--- src/rtl/dadda_mul_pipe.sv ---
// dadda_mul_pipe: 3-stage pipelined unsigned Dadda multiplier with valid/ready handshakes.
//
// Stage 1 registers the operands and the per-beat mode. Stage 2 builds the WIDTH x WIDTH
// partial-product matrix and reduces it to two rows with a Dadda tree of half/full adders.
// Stage 3 adds the two rows with a carry-lookahead adder, truncates to OUT_WIDTH and flags
// overflow when truncation drops nonzero bits.
//
// In approximate mode (approx_en=1 at acceptance) the low APPROX_K product columns are each
// replaced by the OR of their partial products. Carries out of those columns are discarded,
// so the upper columns are built from their own partial products only.
//
// All stages advance together on en = !(out_valid && !out_ready). Bubbles are not compacted.
//
// Ports:
//   clk        clock, all state on the rising edge
//   rst        synchronous active-high reset
//   in_valid   operand beat valid
//   in_ready   block accepts a beat this cycle
//   in1, in2   unsigned operands (WIDTH bits)
//   approx_en  mode for this beat: 0 exact, 1 approximate
//   out_valid  result beat valid
//   out_ready  downstream accepts the result
//   out        product truncated to OUT_WIDTH bits
//   overflow   some bit of the 2*WIDTH result at or above OUT_WIDTH is set
module dadda_mul_pipe #(
  parameter int unsigned WIDTH     = 8,
  parameter int unsigned OUT_WIDTH = 2 * WIDTH,
  parameter int unsigned APPROX_K  = 4
) (
  input  logic                 clk,
  input  logic                 rst,
  input  logic                 in_valid,
  output logic                 in_ready,
  input  logic [WIDTH-1:0]     in1,
  input  logic [WIDTH-1:0]     in2,
  input  logic                 approx_en,
  output logic                 out_valid,
  input  logic                 out_ready,
  output logic [OUT_WIDTH-1:0] out,
  output logic                 overflow
);

  localparam int W    = int'(WIDTH);
  localparam int PW   = 2 * W;
  localparam int K    = int'(APPROX_K);
  // Column heights never exceed the operand width; a little slack keeps indices in range.
  localparam int MAXH = W + 2;

  // Dadda height sequence: d0 = 2, d(j+1) = floor(1.5 * d(j)).
  function automatic int dadda_d(input int j);
    int d;
    d = 2;
    for (int i = 0; i < 32; i++) begin
      if (i < j) d = (d * 3) / 2;
    end
    return d;
  endfunction

  // Number of reduction stages: count of heights strictly below the initial height w.
  function automatic int dadda_stages(input int w);
    int d;
    int n;
    d = 2;
    n = 0;
    for (int i = 0; i < 32; i++) begin
      if (d < w) begin
        n++;
        d = (d * 3) / 2;
      end
    end
    return n;
  endfunction

  localparam int NSTG = dadda_stages(W);

  logic en;

  // Stage 1 state
  logic             s1_valid;
  logic [WIDTH-1:0] s1_a;
  logic [WIDTH-1:0] s1_b;
  logic             s1_mode;

  // Stage 2 state
  logic          s2_valid;
  logic [PW-1:0] s2_row0;
  logic [PW-1:0] s2_row1;

  // Combinational results
  logic [PW-1:0] row0;
  logic [PW-1:0] row1;
  logic [PW-1:0] sum;
  logic          ovf;

  assign en       = !(out_valid && !out_ready);
  assign in_ready = en;

  // Partial-product generation and Dadda reduction to two rows.
  always_comb begin : reduce
    logic [MAXH-1:0] cur  [PW];
    logic [MAXH-1:0] nxt  [PW];
    int              cnt  [PW];
    int              ncnt [PW];
    int              h;
    int              d;
    int              r;
    int              c;
    logic            x;
    logic            y;
    logic            z;
    logic            orb;

    h   = 0;
    d   = 0;
    r   = 0;
    c   = 0;
    x   = 1'b0;
    y   = 1'b0;
    z   = 1'b0;
    orb = 1'b0;
    for (int col = 0; col < PW; col++) begin
      cur[col]  = '0;
      nxt[col]  = '0;
      cnt[col]  = 0;
      ncnt[col] = 0;
    end

    // In approximate mode the low columns are masked out of the tree, so nothing they
    // contain can carry upward; their final bits are supplied by the OR below.
    for (int i = 0; i < W; i++) begin
      for (int j = 0; j < W; j++) begin
        c = i + j;
        cur[c][cnt[c]] = s1_b[i] & s1_a[j] & !(s1_mode && (c < K));
        cnt[c]++;
      end
    end

    for (int s = NSTG - 1; s >= 0; s--) begin
      d = dadda_d(s);
      for (int col = 0; col < PW; col++) begin
        nxt[col]  = '0;
        ncnt[col] = 0;
      end
      for (int col = 0; col < PW; col++) begin
        r = 0;
        // Height counts untouched bits plus sums and incoming carries of this stage.
        for (int k = 0; k < MAXH; k++) begin
          h = cnt[col] - r + ncnt[col];
          if (h > d) begin
            if (h == d + 1) begin
              x = cur[col][r];
              y = cur[col][r+1];
              nxt[col][ncnt[col]] = x ^ y;
              ncnt[col]++;
              if (col + 1 < PW) begin
                nxt[col+1][ncnt[col+1]] = x & y;
                ncnt[col+1]++;
              end
              r += 2;
            end else begin
              x = cur[col][r];
              y = cur[col][r+1];
              z = cur[col][r+2];
              nxt[col][ncnt[col]] = x ^ y ^ z;
              ncnt[col]++;
              if (col + 1 < PW) begin
                nxt[col+1][ncnt[col+1]] = (x & y) | (x & z) | (y & z);
                ncnt[col+1]++;
              end
              r += 3;
            end
          end
        end
        for (int k = 0; k < MAXH; k++) begin
          if (k >= r && k < cnt[col]) begin
            nxt[col][ncnt[col]] = cur[col][k];
            ncnt[col]++;
          end
        end
      end
      for (int col = 0; col < PW; col++) begin
        cur[col] = nxt[col];
        cnt[col] = ncnt[col];
      end
    end

    for (int col = 0; col < PW; col++) begin
      row0[col] = cur[col][0];
      row1[col] = cur[col][1];
    end

    // Approximate low columns: single OR bit each, nothing in the second row.
    for (int col = 0; col < PW; col++) begin
      if (col < K) begin
        orb = 1'b0;
        for (int i = 0; i < W; i++) begin
          for (int j = 0; j < W; j++) begin
            if (i + j == col) orb = orb | (s1_b[i] & s1_a[j]);
          end
        end
        if (s1_mode) begin
          row0[col] = orb;
          row1[col] = 1'b0;
        end
      end
    end
  end

  // Final adder: 4-bit lookahead groups, group carries chained; carry-in is zero.
  always_comb begin : cla_w
    logic [PW-1:0] g;
    logic [PW-1:0] p;
    logic [PW-1:0] cy;
    logic          acc_p;
    logic          carry;
    int            base;

    g     = s2_row0 & s2_row1;
    p     = s2_row0 ^ s2_row1;
    cy    = '0;
    acc_p = 1'b0;
    carry = 1'b0;
    base  = 0;
    for (int b = 0; b < PW - 1; b++) begin
      base  = (b / 4) * 4;
      acc_p = 1'b1;
      carry = 1'b0;
      for (int k = 0; k < 4; k++) begin
        if (b - k >= base) begin
          carry = carry | (acc_p & g[b-k]);
          acc_p = acc_p & p[b-k];
        end
      end
      cy[b+1] = carry | (acc_p & cy[base]);
    end
    sum = p ^ cy;
  end

  if (OUT_WIDTH < 2 * WIDTH) begin : g_ovf
    assign ovf = |sum[PW-1:OUT_WIDTH];
  end else begin : g_no_ovf
    assign ovf = 1'b0;
  end

  always_ff @(posedge clk) begin
    if (rst) begin
      s1_valid  <= 1'b0;
      s1_a      <= '0;
      s1_b      <= '0;
      s1_mode   <= 1'b0;
      s2_valid  <= 1'b0;
      s2_row0   <= '0;
      s2_row1   <= '0;
      out_valid <= 1'b0;
      out       <= '0;
      overflow  <= 1'b0;
    end else if (en) begin
      s1_valid  <= in_valid;
      s2_valid  <= s1_valid;
      out_valid <= s2_valid;
      if (in_valid) begin
        s1_a    <= in1;
        s1_b    <= in2;
        s1_mode <= approx_en;
      end
      if (s1_valid) begin
        s2_row0 <= row0;
        s2_row1 <= row1;
      end
      // Result registers only move on a real beat so they hold across bubbles.
      if (s2_valid) begin
        out      <= sum[OUT_WIDTH-1:0];
        overflow <= ovf;
      end
    end
  end

endmodule
--- config.mk ---
export PLATFORM = sky130hd
export DESIGN_NAME = dadda_mul_pipe
export DESIGN_NICKNAME = d
export VERILOG_FILES = /design/src/rtl/dadda_mul_pipe.sv
export SDC_FILE = /design/constraint.sdc
export NUM_CORES = 1
export LEC_CHECK = 0
export ABC_AREA = 1
export CORE_ASPECT_RATIO = 0.7
export CORE_MARGIN = 2
export CORE_UTILIZATION = 30
export DETAILED_ROUTE_END_ITERATION = 10
export GPL_TIMING_DRIVEN = 0
export MAX_ROUTING_LAYER = met4
export SLEW_MARGIN = 40
export SYNTH_ARGS = -nofsm -noshare
export SYNTH_HDL_FRONTEND = slang
export SYNTH_SLANG_ARGS = --single-unit
--- constraint.sdc ---
create_clock -name clk -period 9.18 [get_ports clk]
set_clock_uncertainty 0.2 [all_clocks]
set_input_delay 1.836 -clock clk [delete_from_list [all_inputs] [get_ports clk]]
set_output_delay 1.836 -clock clk [all_outputs]
set_load 0.05 [all_outputs]
Word level (Yosys, flattened, before mapping)
Index checks and enable logic that the tools add are counted.
- equal/unequal tests: 0
- magnitude comparators: 0
- bitwise gates (word level): 425
- reductions and logical operators: 7
- multiply operators: 0
- shift-type cells: 0
- div/mod/pow operators: 0
- mux-type cells: 7
- add/subtract/negate cells: 0
- operators by type and width (cell ; number):
    $and 1x1->1 ; 236
    $or 1x1->1 ; 108
    $xor 1x1->1 ; 77
    $xor 15x16->16 ; 1
    $and 15x15->15 ; 1
    $xor 15x15->15 ; 1
    $mux 1 ; 7
    $reduce_and 2->1 ; 3
    $logic_not 1->1 ; 3
    $logic_and 1x1->1 ; 1
    $not 1->1 ; 1
- ROM bits: 0
- memories: 0
- input port bits: 21
- bits in latches: 0
- bits in registers: 65
- word-level logic and storage cells: 448
- output and inout port bits: 19
- bits in writable memories: 0

Depth between registers and ports, before layout
- word-level depth: 13
- mapped depth: 13
- mapped depth without buffers: 13

Worst setup path after synthesis
No wires, ideal clock.
- path kind: input port to output port
- start: in out_ready
- end: out in_ready
- slack: 5.042 ns
- buffers on the path: 0
- arrival: 2.102 ns
- stages on the path: 2
- required time: 7.144 ns
- cells stage by stage: nor2_4 inv_2
- cells in the longest elaborated chain, start to end: 3
- ends and longest elaborated chain (item ; RTL line ; text):
    from (decl) ; 38 ; input logic out_ready,
    $logic_not 1->1 ; 95 ; assign en = !(out_valid && !out_ready);
    $logic_and 1x1->1 ; 95 ;
    $logic_not 1->1 ; 95 ;
    to (decl) ; 33 ; output logic in_ready,
Every way passes these cells.

Worst setup path after layout
Ends and elaborated chain as after synthesis.

==> flow_metrics.env <==
export IMPL_p_total_uw=819
export IMPL_ys_types=29
export IMPL_critical_path_class="input port to primary output"
export IMPL_synth_area_leaders="dfxtp_1 31%, fa_1 19%, nor2_1 8.1%, inv_1 7.7%, nand2_1 7.2%"
export IMPL_avgSynthCellArea_um2=7.65
export IMPL_rsz0062_at_grt="false"
export IMPL_fill_cells=1424
export IMPL_slew_violations=0
export IMPL_critPathBufInv=3
export IMPL_antenna_cells=0
export IMPL_syn_nets=629
export IMPL_port_buffers=38
export IMPL_fin_nets=678
export IMPL_viasPerCell=4.54
export IMPL_dp_cells=776
export IMPL_layout_setup_ws_ns=3.86
export IMPL_holdWs_ns=0.265
export IMPL_synth_seq_cells=65
export IMPL_drcViolationCount=0
export IMPL_start_util_pct=30.4
export IMPL_power_density_nw_per_um2=160
export IMPL_grt_usage_pct=14.8
export IMPL_ys_seq_area_share_pct=31.0
export IMPL_routedWlPerCell_um=12.7
export IMPL_holdBufCountCts=0
export IMPL_synth_warning_count=0
export IMPL_multi_input_area_um2=2400
export IMPL_finalSetupViolCount=0
export IMPL_vias=3590
export IMPL_synthCells=548
export IMPL_p_leak_uw=0.00244
export IMPL_min_period_ns=5.32
export IMPL_crit_fanout=4
export IMPL_firstDrtPassIters=4
export IMPL_path_clk_slew_ns=0.05
export IMPL_fin_cells=791
export IMPL_tightest_slew_ns=0.566
export IMPL_core_um2=13800
export IMPL_antenna_found_initial=0
export IMPL_cts_buffers=9
export IMPL_cts_resized=0
export IMPL_fmax_ghz=0.188
export IMPL_max_cap_viol_count=0
export IMPL_worstPathRequired_ns=7.14
export IMPL_place_ws_ns=3.86
export IMPL_netlist_area_um2=4190
export IMPL_gp_congestion=0.867
export IMPL_cp_end_kind="primary output"
export IMPL_critPathMostFrequentCell="clkdlybuf4s50_1"
export IMPL_finalHoldViolations=0
export IMPL_synth_top_area_share_pct=31.0
export IMPL_dp_hpwl_um=7900
export IMPL_slowest_stage="clkdlybuf4s50_1"
export IMPL_drive_gt1_share_pct=5.99
export IMPL_totalWireLength_um=10000
export IMPL_area_sequential_um2=1300
export IMPL_die_area_um2=15000
export IMPL_area_delta_synth_final_pct=22.2
export IMPL_arrival_ns=3.28
export IMPL_cts_root_buf="clkbuf_16"
export IMPL_htreeDepth=3
export IMPL_hold_path_class="flop to flop"
export IMPL_slowest_delay_ns=0.80
export IMPL_cts_sinks=65
export IMPL_crit_family="buffers and inverters"
export IMPL_outcome="completed"
export IMPL_drt_iter0_drc=175
export IMPL_grt_max_degree=11
export IMPL_setup_tns_ns=0
export IMPL_cts_setup_buffers=0
export IMPL_vdd_drop_max_mv=0.119
export IMPL_gr_total_overflow=0
export IMPL_cts_path_max_buffers=2
export IMPL_fin_crit_sh_pct=57.9
export IMPL_fp_dieH_um=103
export IMPL_clkLatencyLatePin_ns=0.33
export IMPL_crit_chain="clkdlybuf4s50_1 > nor2_4 > inv_2 > clkdlybuf4s50_1"
export IMPL_tritoncts="built"
export IMPL_slew_headroom_pct=62.2
export IMPL_grt_pass1_vias=3598
export IMPL_die_w_um=145
export IMPL_synth_top_area_cell="dfxtp_1"
export IMPL_rows=36
export IMPL_detail_route_antenna_nets=0
export IMPL_io_pins=40
export IMPL_grt_pass1_wl_um=17100
export IMPL_cp_start_kind="input port"
-- tightest hold or removal path, stage by stage, from the launching register on --
cell and delay, ns:
dfxtp_1 0.31, nand2_1 0.06, a21oi_1 0.05
-- stage by stage --
step / area (µm²) / util, %
2_1_floorplan: 4190 / -
3_3_place_gp: 4810 / 34.9
3_5_place_dp: 4810 / 34.9
4_1_cts: 5120 / 37.2
5_1_grt: 5120 / 37.2
6_report: 5120 / 37.2
-- final cells by class --
cell class / instances / share of cell area (%)
Timing Repair Buffer: 38 / 7.42
Multi-Input combinational cell: 361 / 46.8
Sequential cell: 65 / 25.4
Tap cell: 190 / 4.64
Buffer: 34 / 3.22
Clock buffer: 12 / 4.81
Inverter: 88 / 6.45
Clock inverter: 3 / 1.27
-- registers in the layout (all words and copies together) (netlist names) --
signal and count:
s2_row0 15, s1_b 8, s1_mode 1, out_valid 1, s1_valid 1, s1_a 8, s2_valid 1, s2_row1 14
out 16
-- metal layers --
layer	wire length (µm)	GRT usage [%]
met1	5080	19.8
met2	4230	22.8
met3	655	3.63
met4	68	3.62
met5	0	-
-- cells by family (layout without fill, tap and decap cells) --
kind of cell / count (synthesis) / count (layout) / synth area share [%]
other: 1 / 1 / 0.0894
AOI/OAI and AO/OA: 96 / 96 / 11.9
DFF: 65 / 65 / 31.0
adders and majority gates: 60 / 60 / 24.9
buffers and inverters: 122 / 175 / 11.8
xor gates and xnor gates: 5 / 5 / 1.04
and+or+nand+nor: 199 / 199 / 19.2
-- synthesized netlist by cell type --
| cell type | count |
|---|---|
| a211oi_1 | 1 |
| a21o_1 | 2 |
| a21oi_1 | 33 |
| a31oi_1 | 2 |
| a41oi_1 | 1 |
| buf_2 | 5 |
| buf_4 | 1 |
| buf_6 | 2 |
| clkbuf_1 | 23 |
| clkbuf_2 | 2 |
| clkbuf_8 | 1 |
| conb_1 | 1 |
| dfxtp_1 | 65 |
| fa_1 | 39 |
| ha_1 | 21 |
| inv_1 | 86 |
| inv_2 | 2 |
| nand2_1 | 80 |
| nand2_2 | 6 |
| nand3_1 | 17 |
| nand3_2 | 1 |
| nand4_1 | 2 |
| nor2_1 | 90 |
| nor2_2 | 2 |
| nor2_4 | 1 |
| o211a_1 | 1 |
| o21ai_0 | 56 |
| xnor2_1 | 2 |
| xor2_1 | 3 |
-- layout by cell type, fill, tap and decap left out, types with 17 or more instances in the layout --
master,n
clkdlybuf4s50_1,38
a21oi_1,33
nand3_1,17
clkbuf_1,25
o21ai_0,56
nand2_1,80
ha_1,21
dfxtp_1,65
inv_1,86
nor2_1,90
fa_1,39
-- worst paths after layout --
kind | from | endpoint | slack, ns | depth (start not counted)
hold reg to reg | s2_row0[0]$_SDFFE_PP0P_ | s2_row0[0]$_SDFFE_PP0P_ | 0.27 | 2
hold / removal | s2_row0[0]$_SDFFE_PP0P_ | s2_row0[0]$_SDFFE_PP0P_ | 0.27 | 2
setup reg to reg | s1_b[2]$_SDFFE_PP0P_ | s2_row1[8]$_SDFFE_PP0P_ | 5.62 | 11
setup / recovery | out_ready | in_ready | 3.86 | 4
-- power by group --
part	switching, µW	total [µW]	internal, µW
clock	115	358	243
combinational	97.3	152	54.3
sequential	8.87	310	301
Note: power is estimated with default switching activity, not from simulation.
